**src/rtl/uart_rx_fifo_axis_pkg.sv**
```systemverilog
// Shared definitions for the UART receive path: bit-period math, FSM encoding
// and the default end-of-packet value.
package uart_rx_fifo_axis_pkg;

  typedef enum logic [2:0] {
    ST_IDLE      = 3'd0,
    ST_START     = 3'd1,
    ST_DATA      = 3'd2,
    ST_STOP      = 3'd3,
    ST_WAIT_IDLE = 3'd4
  } state_t;

  localparam logic [7:0] DEFAULT_EOP_BYTE = 8'h0A;

  // Clocks per bit, truncated.
  function automatic int calc_div(input int clk_rate, input int baud);
    return clk_rate / baud;
  endfunction

  // Counter must hold DIV-1.
  function automatic int cnt_width(input int div);
    return (div > 2) ? $clog2(div) : 1;
  endfunction

endpackage

```
**src/rtl/uart_rx_fifo_axis_core.sv**
```systemverilog
// Serial receiver: 2-flop synchronizer, start/data/stop sampling FSM and the
// LSB-first shift register. Emits a one-cycle push request or frame error.
module uart_rx_core
  import uart_rx_fifo_axis_pkg::*;
#(
  parameter int WIDTH = 8,
  parameter int DIV   = 16
) (
  input  logic             clk,
  input  logic             rst,
  input  logic             uart_rx,
  output logic [WIDTH-1:0] rx_word,
  output logic             rx_push,
  output logic             frame_err
);

  localparam int CNT_W = cnt_width(DIV);
  localparam int IDX_W = (WIDTH > 1) ? $clog2(WIDTH) : 1;
  localparam logic [CNT_W-1:0] HALF_LOAD = CNT_W'(DIV / 2 - 1);
  localparam logic [CNT_W-1:0] BIT_LOAD  = CNT_W'(DIV - 1);
  localparam logic [CNT_W-1:0] CNT_ONE   = CNT_W'(1);
  localparam logic [IDX_W-1:0] LAST_IDX  = IDX_W'(WIDTH - 1);
  localparam logic [IDX_W-1:0] IDX_ONE   = IDX_W'(1);

  logic             rx_meta_reg;
  logic             rx_s_reg;
  logic             rx_prev_reg;
  state_t           state_reg, state_next;
  logic [CNT_W-1:0] cnt_reg, cnt_next;
  logic [IDX_W-1:0] idx_reg, idx_next;
  logic [WIDTH-1:0] shift_reg, shift_next;
  logic [WIDTH-1:0] bit_sel;
  logic             sample_en;

  // Synchronizer idles high so reset never looks like a start edge.
  always_ff @(posedge clk or negedge rst) begin
    if (!rst) begin
      rx_meta_reg <= 1'b1;
      rx_s_reg    <= 1'b1;
      rx_prev_reg <= 1'b1;
    end else begin
      rx_meta_reg <= uart_rx;
      rx_s_reg    <= rx_meta_reg;
      rx_prev_reg <= rx_s_reg;
    end
  end

  always_ff @(posedge clk or negedge rst) begin
    if (!rst) begin
      state_reg <= ST_IDLE;
      cnt_reg   <= '0;
      idx_reg   <= '0;
      shift_reg <= '0;
    end else begin
      state_reg <= state_next;
      cnt_reg   <= cnt_next;
      idx_reg   <= idx_next;
      shift_reg <= shift_next;
    end
  end

  generate
    for (genvar gi = 0; gi < WIDTH; gi++) begin : g_bit_sel
      assign bit_sel[gi] = (idx_reg == IDX_W'(gi));
    end
  endgenerate

  assign sample_en = (state_reg == ST_DATA) && (cnt_reg == '0);
  assign rx_word   = shift_reg;

  always_comb begin
    state_next = state_reg;
    cnt_next   = cnt_reg;
    idx_next   = idx_reg;
    shift_next = shift_reg;
    rx_push    = 1'b0;
    frame_err  = 1'b0;

    if (sample_en) begin
      shift_next = (shift_reg & ~bit_sel) | ({WIDTH{rx_s_reg}} & bit_sel);
    end

    case (state_reg)
      ST_IDLE: begin
        if (rx_prev_reg && !rx_s_reg) begin
          cnt_next   = HALF_LOAD;
          state_next = ST_START;
        end
      end
      ST_START: begin
        if (cnt_reg != '0) begin
          cnt_next = cnt_reg - CNT_ONE;
        end else if (!rx_s_reg) begin
          cnt_next   = BIT_LOAD;
          idx_next   = '0;
          state_next = ST_DATA;
        end else begin
          // Line came back high at mid-start: treat as a glitch.
          state_next = ST_IDLE;
        end
      end
      ST_DATA: begin
        if (cnt_reg != '0) begin
          cnt_next = cnt_reg - CNT_ONE;
        end else begin
          cnt_next = BIT_LOAD;
          if (idx_reg == LAST_IDX) begin
            state_next = ST_STOP;
          end else begin
            idx_next = idx_reg + IDX_ONE;
          end
        end
      end
      ST_STOP: begin
        if (cnt_reg != '0) begin
          cnt_next = cnt_reg - CNT_ONE;
        end else if (rx_s_reg) begin
          rx_push    = 1'b1;
          state_next = ST_IDLE;
        end else begin
          frame_err  = 1'b1;
          state_next = ST_WAIT_IDLE;
        end
      end
      ST_WAIT_IDLE: begin
        if (rx_s_reg) begin
          state_next = ST_IDLE;
        end
      end
      default: begin
        state_next = ST_IDLE;
      end
    endcase
  end

endmodule

```
**src/rtl/uart_rx_fifo_axis.sv**
```systemverilog
// UART receiver feeding a first-word-fall-through FIFO presented as an
// AXI-Stream master, with TLAST on a configurable end-of-packet word.
module uart_rx_fifo_axis
  import uart_rx_fifo_axis_pkg::*;
#(
  parameter int               WIDTH    = 8,
  parameter int               DEPTH    = 8,
  parameter int               CLK_RATE = 50000000,
  parameter int               BAUD     = 115200,
  parameter bit               EOP_EN   = 1'b1,
  parameter logic [WIDTH-1:0] EOP_BYTE = WIDTH'(DEFAULT_EOP_BYTE)
) (
  input  logic             clk,
  input  logic             rst,
  input  logic             uart_rx,
  output logic [WIDTH-1:0] m_axis_data,
  output logic             m_axis_valid,
  output logic             m_axis_last,
  input  logic             m_axis_ready,
  output logic             frame_err,
  output logic             overrun
);

  localparam int DIV    = calc_div(CLK_RATE, BAUD);
  localparam int ADDR_W = $clog2(DEPTH);
  localparam logic [ADDR_W:0]   FULL_CNT = (ADDR_W + 1)'(DEPTH);
  localparam logic [ADDR_W:0]   CNT_ONE  = (ADDR_W + 1)'(1);
  localparam logic [ADDR_W-1:0] PTR_ONE  = ADDR_W'(1);

  logic [WIDTH-1:0]  rx_word;
  logic              rx_push;
  logic              word_last;
  logic              pop;
  logic              push_ok;
  logic [WIDTH:0]    head;
  logic [WIDTH:0]    mem [DEPTH];
  logic [ADDR_W-1:0] wr_ptr_reg;
  logic [ADDR_W-1:0] rd_ptr_reg;
  logic [ADDR_W:0]   count_reg;

  uart_rx_core #(
    .WIDTH(WIDTH),
    .DIV  (DIV)
  ) u_core (
    .clk      (clk),
    .rst      (rst),
    .uart_rx  (uart_rx),
    .rx_word  (rx_word),
    .rx_push  (rx_push),
    .frame_err(frame_err)
  );

  assign word_last = EOP_EN && (rx_word == EOP_BYTE);
  assign pop       = m_axis_valid && m_axis_ready;
  // A pop in the same cycle frees the slot, so a full FIFO can still accept.
  assign push_ok   = rx_push && ((count_reg < FULL_CNT) || pop);
  assign overrun   = rx_push && !push_ok;

  always_ff @(posedge clk) begin
    if (push_ok) begin
      mem[wr_ptr_reg] <= {word_last, rx_word};
    end
  end

  always_ff @(posedge clk or negedge rst) begin
    if (!rst) begin
      wr_ptr_reg <= '0;
      rd_ptr_reg <= '0;
      count_reg  <= '0;
    end else begin
      if (push_ok) begin
        wr_ptr_reg <= wr_ptr_reg + PTR_ONE;
      end
      if (pop) begin
        rd_ptr_reg <= rd_ptr_reg + PTR_ONE;
      end
      case ({push_ok, pop})
        2'b10:   count_reg <= count_reg + CNT_ONE;
        2'b01:   count_reg <= count_reg - CNT_ONE;
        default: count_reg <= count_reg;
      endcase
    end
  end

  assign head         = mem[rd_ptr_reg];
  assign m_axis_valid = (count_reg != '0);
  assign m_axis_data  = m_axis_valid ? head[WIDTH-1:0] : '0;
  assign m_axis_last  = m_axis_valid && head[WIDTH];

endmodule

```
**config.mk**
```make
export PLATFORM = sky130hd
export DESIGN_NAME = uart_rx_fifo_axis
export DESIGN_NICKNAME = d
export VERILOG_FILES = /design/src/rtl/uart_rx_fifo_axis_pkg.sv /design/src/rtl/uart_rx_fifo_axis_core.sv /design/src/rtl/uart_rx_fifo_axis.sv
export SDC_FILE = /design/constraint.sdc
export NUM_CORES = 1
export LEC_CHECK = 0
export CORE_ASPECT_RATIO = 1.1
export CORE_MARGIN = 5
export CORE_UTILIZATION = 40
export DETAILED_ROUTE_END_ITERATION = 7
export MAX_ROUTING_LAYER = met4
export PLACE_DENSITY = 0.61
export SYNTH_ARGS = -nofsm -noshare
export SYNTH_HDL_FRONTEND = slang
export SYNTH_SLANG_ARGS = --single-unit
```
**constraint.sdc**
```tcl
create_clock -name clk -period 2.5 [get_ports clk]
set_input_delay 0.375 -clock clk [delete_from_list [all_inputs] [get_ports clk]]
set_output_delay 0.375 -clock clk [all_outputs]
set_load 0.02 [all_outputs]
```
==> reports/metrics.cfg <==
[worst_setup_path]
cp-endpoint=m_axis_data[4]
path_class=reg -> out
cp.required_ns=2.12
rr_startpoint=u_core.cnt_reg[0]
cp-start-kind=flip-flop
crit_arrival_ns=2.02
path_cells=buf_12 -> mux4_2 -> mux2i_2 -> nor2_1 -> dlygate4sd2_1
critPathLaunch=rd_ptr_reg[0]
ff2ff_setup_slack_ns=0.20
slowest_delay_ns=0.54
endpoint_kind=output port
r2r-end=count_reg[2]
worstRegToRegCells=13
crit_path_top_delay_cell=mux4_2
crit_fanout=20

[sta]
setup_viol=0
rsz0062_at_grt=yes
setup_tns_ns=0
clock-skew-final_ns=0.00605
final_max_slew_viol_count=0
fmax_ghz=0.418
worst_pin_slew_ns=0.817
relSlewSlack=0.455
min_period_ns=2.39
hold_viol_final=0
finalWorstSetupSlack_ns=0.106
hold_ws_ns=0.122
fin_crit_sh=0.958

[clock_network]
insertion_delay_ns=0.34
cts.hold.buffers_added=0
htreeDepth=3
clk_pin_slew_ns=0.07
clock-sinks=108
cts_tree=yes
cts_buffer_depth=2
cts-buffers-inserted=9
cts_root_buffer=clkbuf_16

[die]
start_util=0.408
dieArea_um2=14500
pin_count=16
die_y_um=126
core_um2=12000
die_w_um=115
row_count=42

[layout]
stdcell_count=540
drive_above_1_share=0.241
nFillCells=1053
areaGrowthSynthToFinish_pct=17.7
antenna_cells=0
final_nets=398
largest_reg_flops=72

[power_and_ir_drop]
p_per_area_nw_per_um2=924
leakagePower_nw=2.19
ir_drop_v=0.000468
p_total_w=0.00531

[grt]
grt_pass1_vias=2915
antenna_found_initial=0
grt_pass1_wl_um=15400
grt_max_degree=37
grt_usage=0.141
overflow=0

[route]
viasPerCell=5.25
drc=0
detail_route.wl_per_cell_um=16.9
antenna_left=0
drt_iter0_markers=166
dr.pass1.iters=4
postRouteWirelength_um=9120
num_vias=2835

[logic_synthesis]
synthCells=333
netlist.area_leader.share=0.443
syn_area_um2=4880
synth_seq_cells=108
syn-num-nets=350
synth_top_area_cell=edfxtp_1
synth_edf_count=72
async_reset_ff_frac=0.333
ys.flop_type=edfxtp_1
yosys_warnings=0
yosysSeqAreaShare=0.628
netlist_top_cells_area=edfxtp_1, dfrtp_1, mux4_2, ha_1, nor2_1
yosysUniqueCellTypes=55
synth.most_common_cell=edfxtp_1
avgSynthCellArea_um2=14.7
synth_common_cells=edfxtp_1, dfrtp_1, nor2_1

[worst_hold_path]
hold_class=in -> async

[job]
maxCapViolCount=0

[placed_design]
numPortBuffers=15
dp.cells=524
pre_cts_slack_ns=-0.0462
dp_hpwl_um=6150
gp_congestion=0.835

[run_status]
status=finished, final reports clean

## metrics by stage
stage           util  area (µm²)
2_1_floorplan      -        4890
3_3_place_gp   0.455        5450
3_5_place_dp   0.455        5450
4_1_cts        0.479        5740
5_1_grt        0.480        5750
6_report       0.480        5750
## layout by cell type (no fill, tap or decap), types with 9 or more instances in the layout
cell	count
o21ai_0	10
inv_1	11
buf_4	33
nor2_1	25
dfrtp_1	32
a21oi_1	10
edfxtp_1	72
clkbuf_16	9
nand2_1	15
mux4_2	18
nand3_1	12
ha_1	12
## how the worst min path moves through the flow
stage                              endpoint               start  cells past startpoint  slack (ns)
after floorplan                   async pin                 rst                      0        0.08
after global routing              async pin                 rst                      1        0.21
after CTS                 u_core.idx_reg[0]                 rst                      1        0.16
after detailed placement    u_core.rx_s_reg  u_core.rx_meta_reg                      0        0.35
after global placement      u_core.rx_s_reg  u_core.rx_meta_reg                      0        0.35
final                     u_core.cnt_reg[1]                 rst                      1        0.12
## final cells by class
cell class | count | area (µm²) | area share
Inverter | 12 | 45.0 | 0.00784
Sequential cell | 108 | 3070 | 0.534
Tap cell | 154 | 193 | 0.0335
Clock buffer | 10 | 229 | 0.0398
Timing Repair Buffer | 50 | 413 | 0.0718
Multi-Input combinational cell | 200 | 1730 | 0.301
Clock inverter | 6 | 70.1 | 0.0122
## kinds of logic after synthesis
kind of cell / share of synthesized area
compound gates: 0.0551
xor+xnor: 0.0179
fa+ha+maj: 0.0333
buf+inv: 0.0225
flops: 0.628
mux: 0.127
simple gates: 0.116
## worst max-delay path: cells and delay by family (launching register included)
kind                   cells  cell delay [ns]
AND/OR/NAND/NOR            1             0.06
flip-flops                 1             0.37
multiplexers               2             0.71
buffers and inverters      2             0.53
## layer usage
metal	up-vias	part of all wire	global-route usage
li1	1366	-	-
met1	1420	0.45	0.187
met2	44	0.51	0.221
met3	5	0.041	0.0317
met4	0	0.0081	0.0373
met5	-	0	-
## power breakdown
part | leakage (nW) | total (W) | switching (W) | internal, W
clock network | 0.143 | 0.00143 | 0.000641 | 0.000787
logic | 0.918 | 0.00172 | 0.000884 | 0.000831
registers | 1.12 | 0.00216 | 0.000136 | 0.00203
total | 2.19 | 0.00531 | 0.00166 | 0.00365
## timing repair
item,CTS,global route
resized for setup,15,6
setup endpoints to repair,11,6
buffers inserted,0,0
No activity file was read; power rests on OpenSTA's default activity.
